File: src/rtl/kbd_tx_protocol.sv
// PS/2 host-to-device transmitter: inhibit, start, 8 data bits, odd parity, stop, ACK.
// Define KBD_TX_RETRY_EN to retry a NACKed or timed-out frame once before tx_err.
module kbd_tx_protocol #(
    parameter int INHIBIT_CYCLES = 5000,
    parameter int TIMEOUT_CYCLES = 1000000
) (
    input  logic       clk,
    input  logic       reset,
    input  logic       tx_valid,
    input  logic [7:0] tx_data,
    output logic       tx_ready,
    output logic       tx_busy,
    output logic       tx_done,
    output logic       tx_err,
    input  logic       ps2clk,
    input  logic       ps2data,
    output logic       ps2clk_oe,
    output logic       ps2data_oe
);

    localparam int IW = $clog2(INHIBIT_CYCLES + 1);
    localparam int TW = $clog2(TIMEOUT_CYCLES + 1);
    localparam logic [IW-1:0] INH_LAST  = IW'(INHIBIT_CYCLES - 1);
    localparam logic [IW-1:0] INH_START = IW'(INHIBIT_CYCLES - 2);
    localparam logic [TW-1:0] WD_LAST   = TW'(TIMEOUT_CYCLES - 1);

    typedef enum logic [2:0] {
        S_IDLE,
        S_INHIBIT,
        S_XFER,
        S_ACK,
        S_WAIT_IDLE
    } state_t;

    state_t        state;
    logic [7:0]    clk_samples;
    logic [1:0]    data_sync;
    logic [7:0]    data_q;
    logic          parity_q;
    logic [3:0]    bit_cnt;
    logic [IW-1:0] inh_cnt;
    logic [TW-1:0] wd_cnt;
    logic          ack_ok;
    logic          fall;
    logic          lines_idle;
    logic          watched;
    logic          wd_expired;
    logic          nack_done;
    logic          fail_now;
    logic          retry_ok;

`ifdef KBD_TX_RETRY_EN
    logic retried;
    assign retry_ok = ~retried;
`else
    assign retry_ok = 1'b0;
`endif

    // Four stable samples on each side of the edge filter out line glitches
    assign fall       = (clk_samples[7:4] == 4'hF) && (clk_samples[3:0] == 4'h0);
    assign lines_idle = (clk_samples[3:0] == 4'hF) && data_sync[1];

    assign watched    = (state == S_XFER) || (state == S_ACK) ||
                        (state == S_WAIT_IDLE);
    assign wd_expired = watched && !fall && (wd_cnt == WD_LAST);
    assign nack_done  = (state == S_WAIT_IDLE) && lines_idle && !ack_ok;
    assign fail_now   = nack_done ||
                        (wd_expired && !((state == S_WAIT_IDLE) && lines_idle));

    assign tx_ready = (state == S_IDLE);
    assign tx_busy  = (state != S_IDLE);

    always_ff @(posedge clk or posedge reset) begin
        if (reset) begin
            state       <= S_IDLE;
            clk_samples <= 8'hFF;
            data_sync   <= 2'b11;
            data_q      <= '0;
            parity_q    <= 1'b0;
            bit_cnt     <= '0;
            inh_cnt     <= '0;
            wd_cnt      <= '0;
            ack_ok      <= 1'b0;
            ps2clk_oe   <= 1'b0;
            ps2data_oe  <= 1'b0;
            tx_done     <= 1'b0;
            tx_err      <= 1'b0;
`ifdef KBD_TX_RETRY_EN
            retried     <= 1'b0;
`endif
        end else begin
            clk_samples <= {clk_samples[6:0], ps2clk};
            data_sync   <= {data_sync[0], ps2data};
            tx_done     <= 1'b0;
            tx_err      <= 1'b0;

            if (watched) begin
                wd_cnt <= fall ? '0 : wd_cnt + TW'(1);
            end

            if (fail_now) begin
                ps2clk_oe  <= retry_ok;
                ps2data_oe <= 1'b0;
                inh_cnt    <= '0;
                bit_cnt    <= '0;
                wd_cnt     <= '0;
                tx_err     <= ~retry_ok;
                state      <= retry_ok ? S_INHIBIT : S_IDLE;
`ifdef KBD_TX_RETRY_EN
                retried    <= 1'b1;
`endif
            end else begin
                unique case (state)
                    S_IDLE: begin
                        if (tx_valid) begin
                            data_q    <= tx_data;
                            parity_q  <= ~^tx_data;
                            inh_cnt   <= '0;
                            ps2clk_oe <= 1'b1;
                            state     <= S_INHIBIT;
`ifdef KBD_TX_RETRY_EN
                            retried   <= 1'b0;
`endif
                        end
                    end
                    S_INHIBIT: begin
                        inh_cnt <= inh_cnt + IW'(1);
                        if (inh_cnt == INH_START) begin
                            ps2data_oe <= 1'b1;
                        end
                        if (inh_cnt == INH_LAST) begin
                            ps2clk_oe <= 1'b0;
                            inh_cnt   <= '0;
                            bit_cnt   <= '0;
                            wd_cnt    <= '0;
                            state     <= S_XFER;
                        end
                    end
                    S_XFER: begin
                        if (fall) begin
                            bit_cnt <= bit_cnt + 4'd1;
                            if (bit_cnt < 4'd8) begin
                                ps2data_oe <= ~data_q[bit_cnt[2:0]];
                            end else if (bit_cnt == 4'd8) begin
                                ps2data_oe <= ~parity_q;
                            end else begin
                                ps2data_oe <= 1'b0;
                                bit_cnt    <= '0;
                                state      <= S_ACK;
                            end
                        end
                    end
                    S_ACK: begin
                        if (fall) begin
                            ack_ok <= ~data_sync[1];
                            state  <= S_WAIT_IDLE;
                        end
                    end
                    S_WAIT_IDLE: begin
                        // NACK completion is taken by fail_now above
                        if (lines_idle) begin
                            tx_done <= 1'b1;
                            state   <= S_IDLE;
                        end
                    end
                    default: state <= S_IDLE;
                endcase
            end
        end
    end

endmodule

File: config.mk
export PLATFORM = sky130hd
export DESIGN_NAME = kbd_tx_protocol
export DESIGN_NICKNAME = d
export VERILOG_FILES = /design/src/rtl/kbd_tx_protocol.sv
export SDC_FILE = /design/constraint.sdc
export NUM_CORES = 1
export LEC_CHECK = 0
export ABC_AREA = 1
export CAP_MARGIN = 20
export CORE_ASPECT_RATIO = 0.7
export CORE_MARGIN = 3
export CORE_UTILIZATION = 60
export DETAILED_ROUTE_END_ITERATION = 10
export GPL_TIMING_DRIVEN = 0
export PLACE_DENSITY = 0.88
export SYNTH_ARGS = -nofsm -noshare
export SYNTH_HDL_FRONTEND = slang
export SYNTH_SLANG_ARGS = --single-unit
File: constraint.sdc
create_clock -name clk -period 2.4 [get_ports clk]
set_input_delay 0.36 -clock clk [delete_from_list [all_inputs] [get_ports clk]]
set_output_delay 0.36 -clock clk [all_outputs]
set_load 0.05 [all_outputs]
==> results of run 1 <==
## metal layers
| metal | wire (µm) | GRT usage [%] | up-vias |
|---|---|---|---|
| met5 | 0 | 0 | - |
| met4 | 106 | 8.411 | 0 |
| met3 | 497 | 7.035 | 14 |
| met2 | 3669 | 39.45 | 108 |
| met1 | 3375 | 31.33 | 1457 |
| li1 | - | - | 1464 |
## through the flow
step                TNS, ns  cells
floorplan                 0    428
global placement     -31.13    518
detailed placement        0    519
CTS                       0    535
global route              0    535
finish                    0    535
## final cells by class
cell class | count | area share, %
plain buffers | 4 | 0.5662
inverters | 59 | 5.568
flip-flops and latches | 64 | 40.58
clock buffers | 14 | 4.341
well taps | 72 | 2.265
multi-input cells | 301 | 40.11
clock inverters | 2 | 1.510
repair buffers | 19 | 5.064
## power breakdown
| part | total [mW] | switching, mW | internal, mW |
|---|---|---|---|
| Clock | 1.07 | 0.401 | 0.672 |
| Combinational | 1.31 | 0.859 | 0.455 |
| Sequential | 1.47 | 0.172 | 1.30 |
## logic make-up (layout without fill, tap and decap cells)
kind of cell,count (synthesis),in the layout,share of synthesized area [%]
muxes,7,7,2.283
adders and majority gates,5,5,1.812
and+or+nand+nor,225,225,29.49
buffers and inverters,63,98,7.065
xor gates and xnor gates,18,18,4.565
AOI/OAI and AO/OA,46,46,8.044
DFF,64,64,46.74
## sequential cells by signal, indices dropped and copies added, names as in the netlist, 2 cells and up
register / cells
data_sync: 2
inh_cnt: 13
bit_cnt: 4
state: 3
wd_cnt: 20
data_q: 8
clk_samples: 8
## worst paths after layout
check                              from           end  slack [ns]  cells after the start
setup / recovery               state[2]      tx_ready        0.26                      4
hold / removal             data_sync[0]  data_sync[1]        0.36                      0
setup reg to reg               state[2]    bit_cnt[0]        0.31                      8
hold reg to reg            data_sync[0]  data_sync[1]        0.36                      0
max in group asynchronous         reset    bit_cnt[3]        1.37                      3
min in group asynchronous         reset       tx_done        0.42                      2
## synthesized netlist by cell type (2+ instances only)
master,n
nand2_1,99
inv_1,57
dfrtp_1,54
nor2_1,45
nand3_1,25
nor3_1,21
o21ai_0,15
nand4_1,13
a21oi_1,12
xor2_1,11
dfstp_2,10
mux2_2,7
xnor2_1,7
ha_1,5
o21ai_1,5
nor3_2,4
buf_2,3
nand2_2,3
nand3_2,3
nor2_2,3
nor4_1,3
o211ai_1,3
inv_2,2
o22ai_1,2
o31ai_1,2
o32ai_1,2
or2_1,2
or2_2,2
## repair_timing
| action | in CTS | in global routing |
|---|---|---|
| resized for setup | 1 | 1 |
| endpoints found under the setup margin | 1 | 1 |
| buffers inserted | 0 | 0 |
| hold buffers | 0 | 0 |
| cloned | 0 | 0 |
| pin swaps | 0 | 0 |
## worst max-delay path, cell delays in order, from the launching register on
cell	delay (ns)
dfrtp_1	0.47
inv_1	0.13
nand2_1	0.08
nor2_1	0.20
dlygate4sd2_1	0.57
==> flow_summary.ini, run 1 <==
[run_status]
outcome = finished clean

[placement]
port_buffers = 18
postPlaceCellArea_mm2 = 0.003744
detailedPlace.worstSlack_ns = 0.3451
post-dp-hpwl_um = 5577
place_congestion = 0.9057

[cts]
clk_latency_ns = 0.34
tritoncts = done
clk_path_buf_depth = 2
path_clk_slew_ns = 0.07
cts_htree_levels = 3
ctsRootBufferMaster = clkbuf_8
cts_buffers = 9
cts.sinks = 64

[timing]
finalCriticalPeriod_ns = 2.140
setup_slack_ns = 0.2601
max_freq_ghz = 0.4673
worst_pin_slew_ns = 0.5891
hold_viol = 0
holdWs_ns = 0.3581
setup_viol = 0
maxSlewViolCount = 0
skew_ns = 0.007261
relSlewSlack_pct = 60.51
finalCritPeriodShare_pct = 89.16
rsz0062_at_grt = false

[synthesis]
synth_nets = 446
synth_top_area_cell = dfrtp_1
ys_warn_count = 0
ys_seq_area_share_pct = 46.74
synthFlopType = dfrtp_1
syn_inst = 428
avgSynthCellArea_um2 = 8.068
synthArstFlopShare_pct = 100.0
synth-edff-count = 0
yosysTopAreaCellShare_pct = 39.13
syn_area_mm2 = 0.003453
synth.distinct_cells = 36
yosys-top-cells-area = dfrtp_1, nand2_1, dfstp_2, inv_1, nor2_1
ys_ff_latch = 64

[routing]
ant_nets = 0
via_per_inst = 5.688
drc_errors = 0
drtIter0Drc = 145
routedWlPerCell_um = 14.29
drt-total-wl_um = 7647
drtPass1Iterations = 5
vias = 3043

[global_route]
track_usage_pct = 24.31
grt_pass1_vias = 2950
antenna_found_initial = 0
grt_pass1_wl_um = 13360
grt_overflow = 0
grt_max_degree = 39

[cells_and_area]
nFillCells = 397
drive_gt1_share_pct = 11.88
syn_to_final_growth_pct = 15.18
final_common_cell = nand2_1
num-nets-final = 476
final_cell_mix = nand2_1, inv_1, dfrtp_1, nor2_1, nand3_1
stdcell_area_mm2 = 0.003978
n_antenna_cell = 0
final_util_pct = 73.72
multiInputGateArea_mm2 = 0.001595
regArea_mm2 = 0.001614

[die]
pin_count = 19
dieHeight_um = 69.48
core_area_mm2 = 0.005395
num_rows = 22
initial_utilization_pct = 64.01
die_area_mm2 = 0.006717
die_x_um = 96.68

[pwr]
p_leak_nw = 1.814
power_density_mw_per_mm2 = 969.3
p_total_mw = 3.855
ir_drop_uv = 621.2

[setup_path]
critPathLaunchType = flop
cp_data_required_time_ns = 2.04
arrival_ns = 1.78
cp-end-kind = output pin
critPathMaxFanout = 6
crit_type = reg -> out

[flow_run]
drv_cap = 0

[min_path]
min_path_type = reg -> reg
No activity file was read; power rests on OpenSTA's default activity.
==> run 2: changes to the inputs <==
--- a/config.mk
+++ b/config.mk
@@ -13,6 +13,7 @@
 export DETAILED_ROUTE_END_ITERATION = 10
 export GPL_TIMING_DRIVEN = 0
 export PLACE_DENSITY = 0.88
+export RECOVER_POWER = 100
 export SYNTH_ARGS = -nofsm -noshare
 export SYNTH_HDL_FRONTEND = slang
 export SYNTH_SLANG_ARGS = --single-unit
==> flow_summary.ini, run 2 (synthesis gave the netlist of run 1 again) <==
[run_status]
outcome = finished clean

[setup_path]
rr_worst_depth = 10
path_delay_family = simple AND/OR/NAND/NOR gates
cp_slowest_stage_delay_ns = 0.57
crit_buf_inv = 0
arrival_ns = 2.43
ff2ff_setup_slack_ns = 0.22
cp-end-kind = flop
r2r_start = clk_samples[3]
cp_data_required_time_ns = 2.64
cp.depth = 10
crit_type = reg -> reg
critPathLaunchType = flop
startpoint = clk_samples[3]
endpoint = bit_cnt[1]
cp_slowest_cell = dfstp_1
crit_chain = nand2_1, nor2_1, nand2_1, nor2_1, nor2_1, nand2_1, nand2_1, nor2_1, nand3_1, o21ai_0
critPathMaxFanout = 5
r2r-end = bit_cnt[1]

[cells_and_area]
top_register = wd_cnt
syn_to_final_growth_pct = 14.53
largest_registers = wd_cnt x20, inh_cnt x13
drive_gt1_share_pct = 9.503
final_cells = 535
final_cell_mix = nand2_1, inv_1, dfrtp_1, nor2_1, nand3_1
n_antenna_cell = 0
num-nets-final = 476
largest_reg_flops = 20
final_util_pct = 73.31
final_common_cell = nand2_1

[global_route]
grt_overflow = 0
grt_max_degree = 39
grt_pass1_vias = 2950
track_usage_pct = 24.31
antenna_found_initial = 0
grt_pass1_wl_um = 13360

[cts]
clk_path_buf_depth = 2
post_cts_buffers = 0
path_clk_slew_ns = 0.07
tritoncts = done
cts_htree_levels = 3
cts_buffers = 9
cts_hold_buf = 0
clk_latency_ns = 0.34
cts.sinks = 64
post_cts_resized = 1
ctsRootBufferMaster = clkbuf_8

[pwr]
p_leak_nw = 1.809
power_density_mw_per_mm2 = 967.5
p_total_mw = 3.826
ir_drop_uv = 612.0

[timing]
hold_viol = 0
setup_slack_ns = 0.2170
relSlewSlack_pct = 27.82
max_freq_ghz = 0.4581
holdWs_ns = 0.3581
setup_viol = 0
rsz0062_at_grt = false
finalCriticalPeriod_ns = 2.183
maxSlewViolCount = 0
finalCritPeriodShare_pct = 90.96
skew_ns = 0.006659
worst_pin_slew_ns = 1.082

[routing]
drtIter0Drc = 191
ant_nets = 0
via_per_inst = 5.665
drt-total-wl_um = 7681
vias = 3031
drtPass1Iterations = 5
drc_errors = 0
routedWlPerCell_um = 14.36

[placement]
port_buffers = 18
detailedPlace.worstSlack_ns = 0.3451
post-dp-hpwl_um = 5577
dpl.cell_count = 519
place_congestion = 0.9057

[die]
die_x_um = 96.68
core_area_mm2 = 0.005395
die_area_mm2 = 0.006717
initial_utilization_pct = 64.01
num_rows = 22
pin_count = 19
dieHeight_um = 69.48

[flow_run]
drv_cap = 0

[min_path]
min_path_type = reg -> reg
-- run 2: changes by cell type in the layout (fill, tap and decap cells not counted), moves of 2 or more --
cell,previous run,this run
nor2_1,45,47
buf_2,3,0
clkbuf_1,2,4
clkdlybuf4s50_1,16,9
nor2_2,3,1
clkbuf_2,0,2
dlygate4sd3_1,0,7
o21ai_1,5,1
dfstp_2,10,5
dfstp_1,0,5
o21ai_0,15,19
-- run 2: worst reg2reg max path, cell delays in order (launching register included) --
cell,delay (ns)
dfstp_1,0.57
nand2_1,0.07
nor2_1,0.09
nand2_1,0.09
nor2_1,0.21
nor2_1,0.14
nand2_1,0.17
nand2_1,0.14
nor2_1,0.25
nand3_1,0.13
o21ai_0,0.24
-- run 2: metrics by stage --
stage | setup TNS, ns | area (µm²)
2_1_floorplan | 0 | 3453
3_3_place_gp | -31.13 | 3724
3_5_place_dp | 0 | 3744
4_1_cts | 0 | 3975
5_1_grt | 0 | 3955
6_report | 0 | 3955
-- run 2: report_power, final --
part	total, mW	switching [mW]	internal, mW
combinational	1.28	0.854	0.430
sequential	1.47	0.172	1.29
clock	1.08	0.404	0.671
total	3.83	1.43	2.40
-- run 2: how the worst min path moves through the flow --
stage	startpoint	slack, ns	cells after the start	endpoint
after global routing	data_sync[0]	0.37	0	data_sync[1]
final	data_sync[0]	0.36	0	data_sync[1]
after detailed placement	data_sync[0]	0.35	0	data_sync[1]
after CTS	data_sync[0]	0.36	0	data_sync[1]
after floorplan	data_sync[0]	0.35	0	data_sync[1]
after global placement	data_sync[0]	0.35	0	data_sync[1]
-- run 2: layer usage --
layer / track usage [%] / part of all wire, %
met1: 31.33 / 45
met2: 39.45 / 47
met4: 8.411 / 1.3
met5: 0 / 0
met3: 7.035 / 6.7
-- run 2: final cells by class --
class / count / area (µm²)
clock buffer: 14 / 172.7
fill: 405 / 1440
timing repair buffer: 19 / 192.7
inverter: 59 / 221.5
tap: 72 / 90.09
multi-input combinational: 301 / 1583
clock inverter: 2 / 60.06
buffer: 4 / 21.27
sequential: 64 / 1614
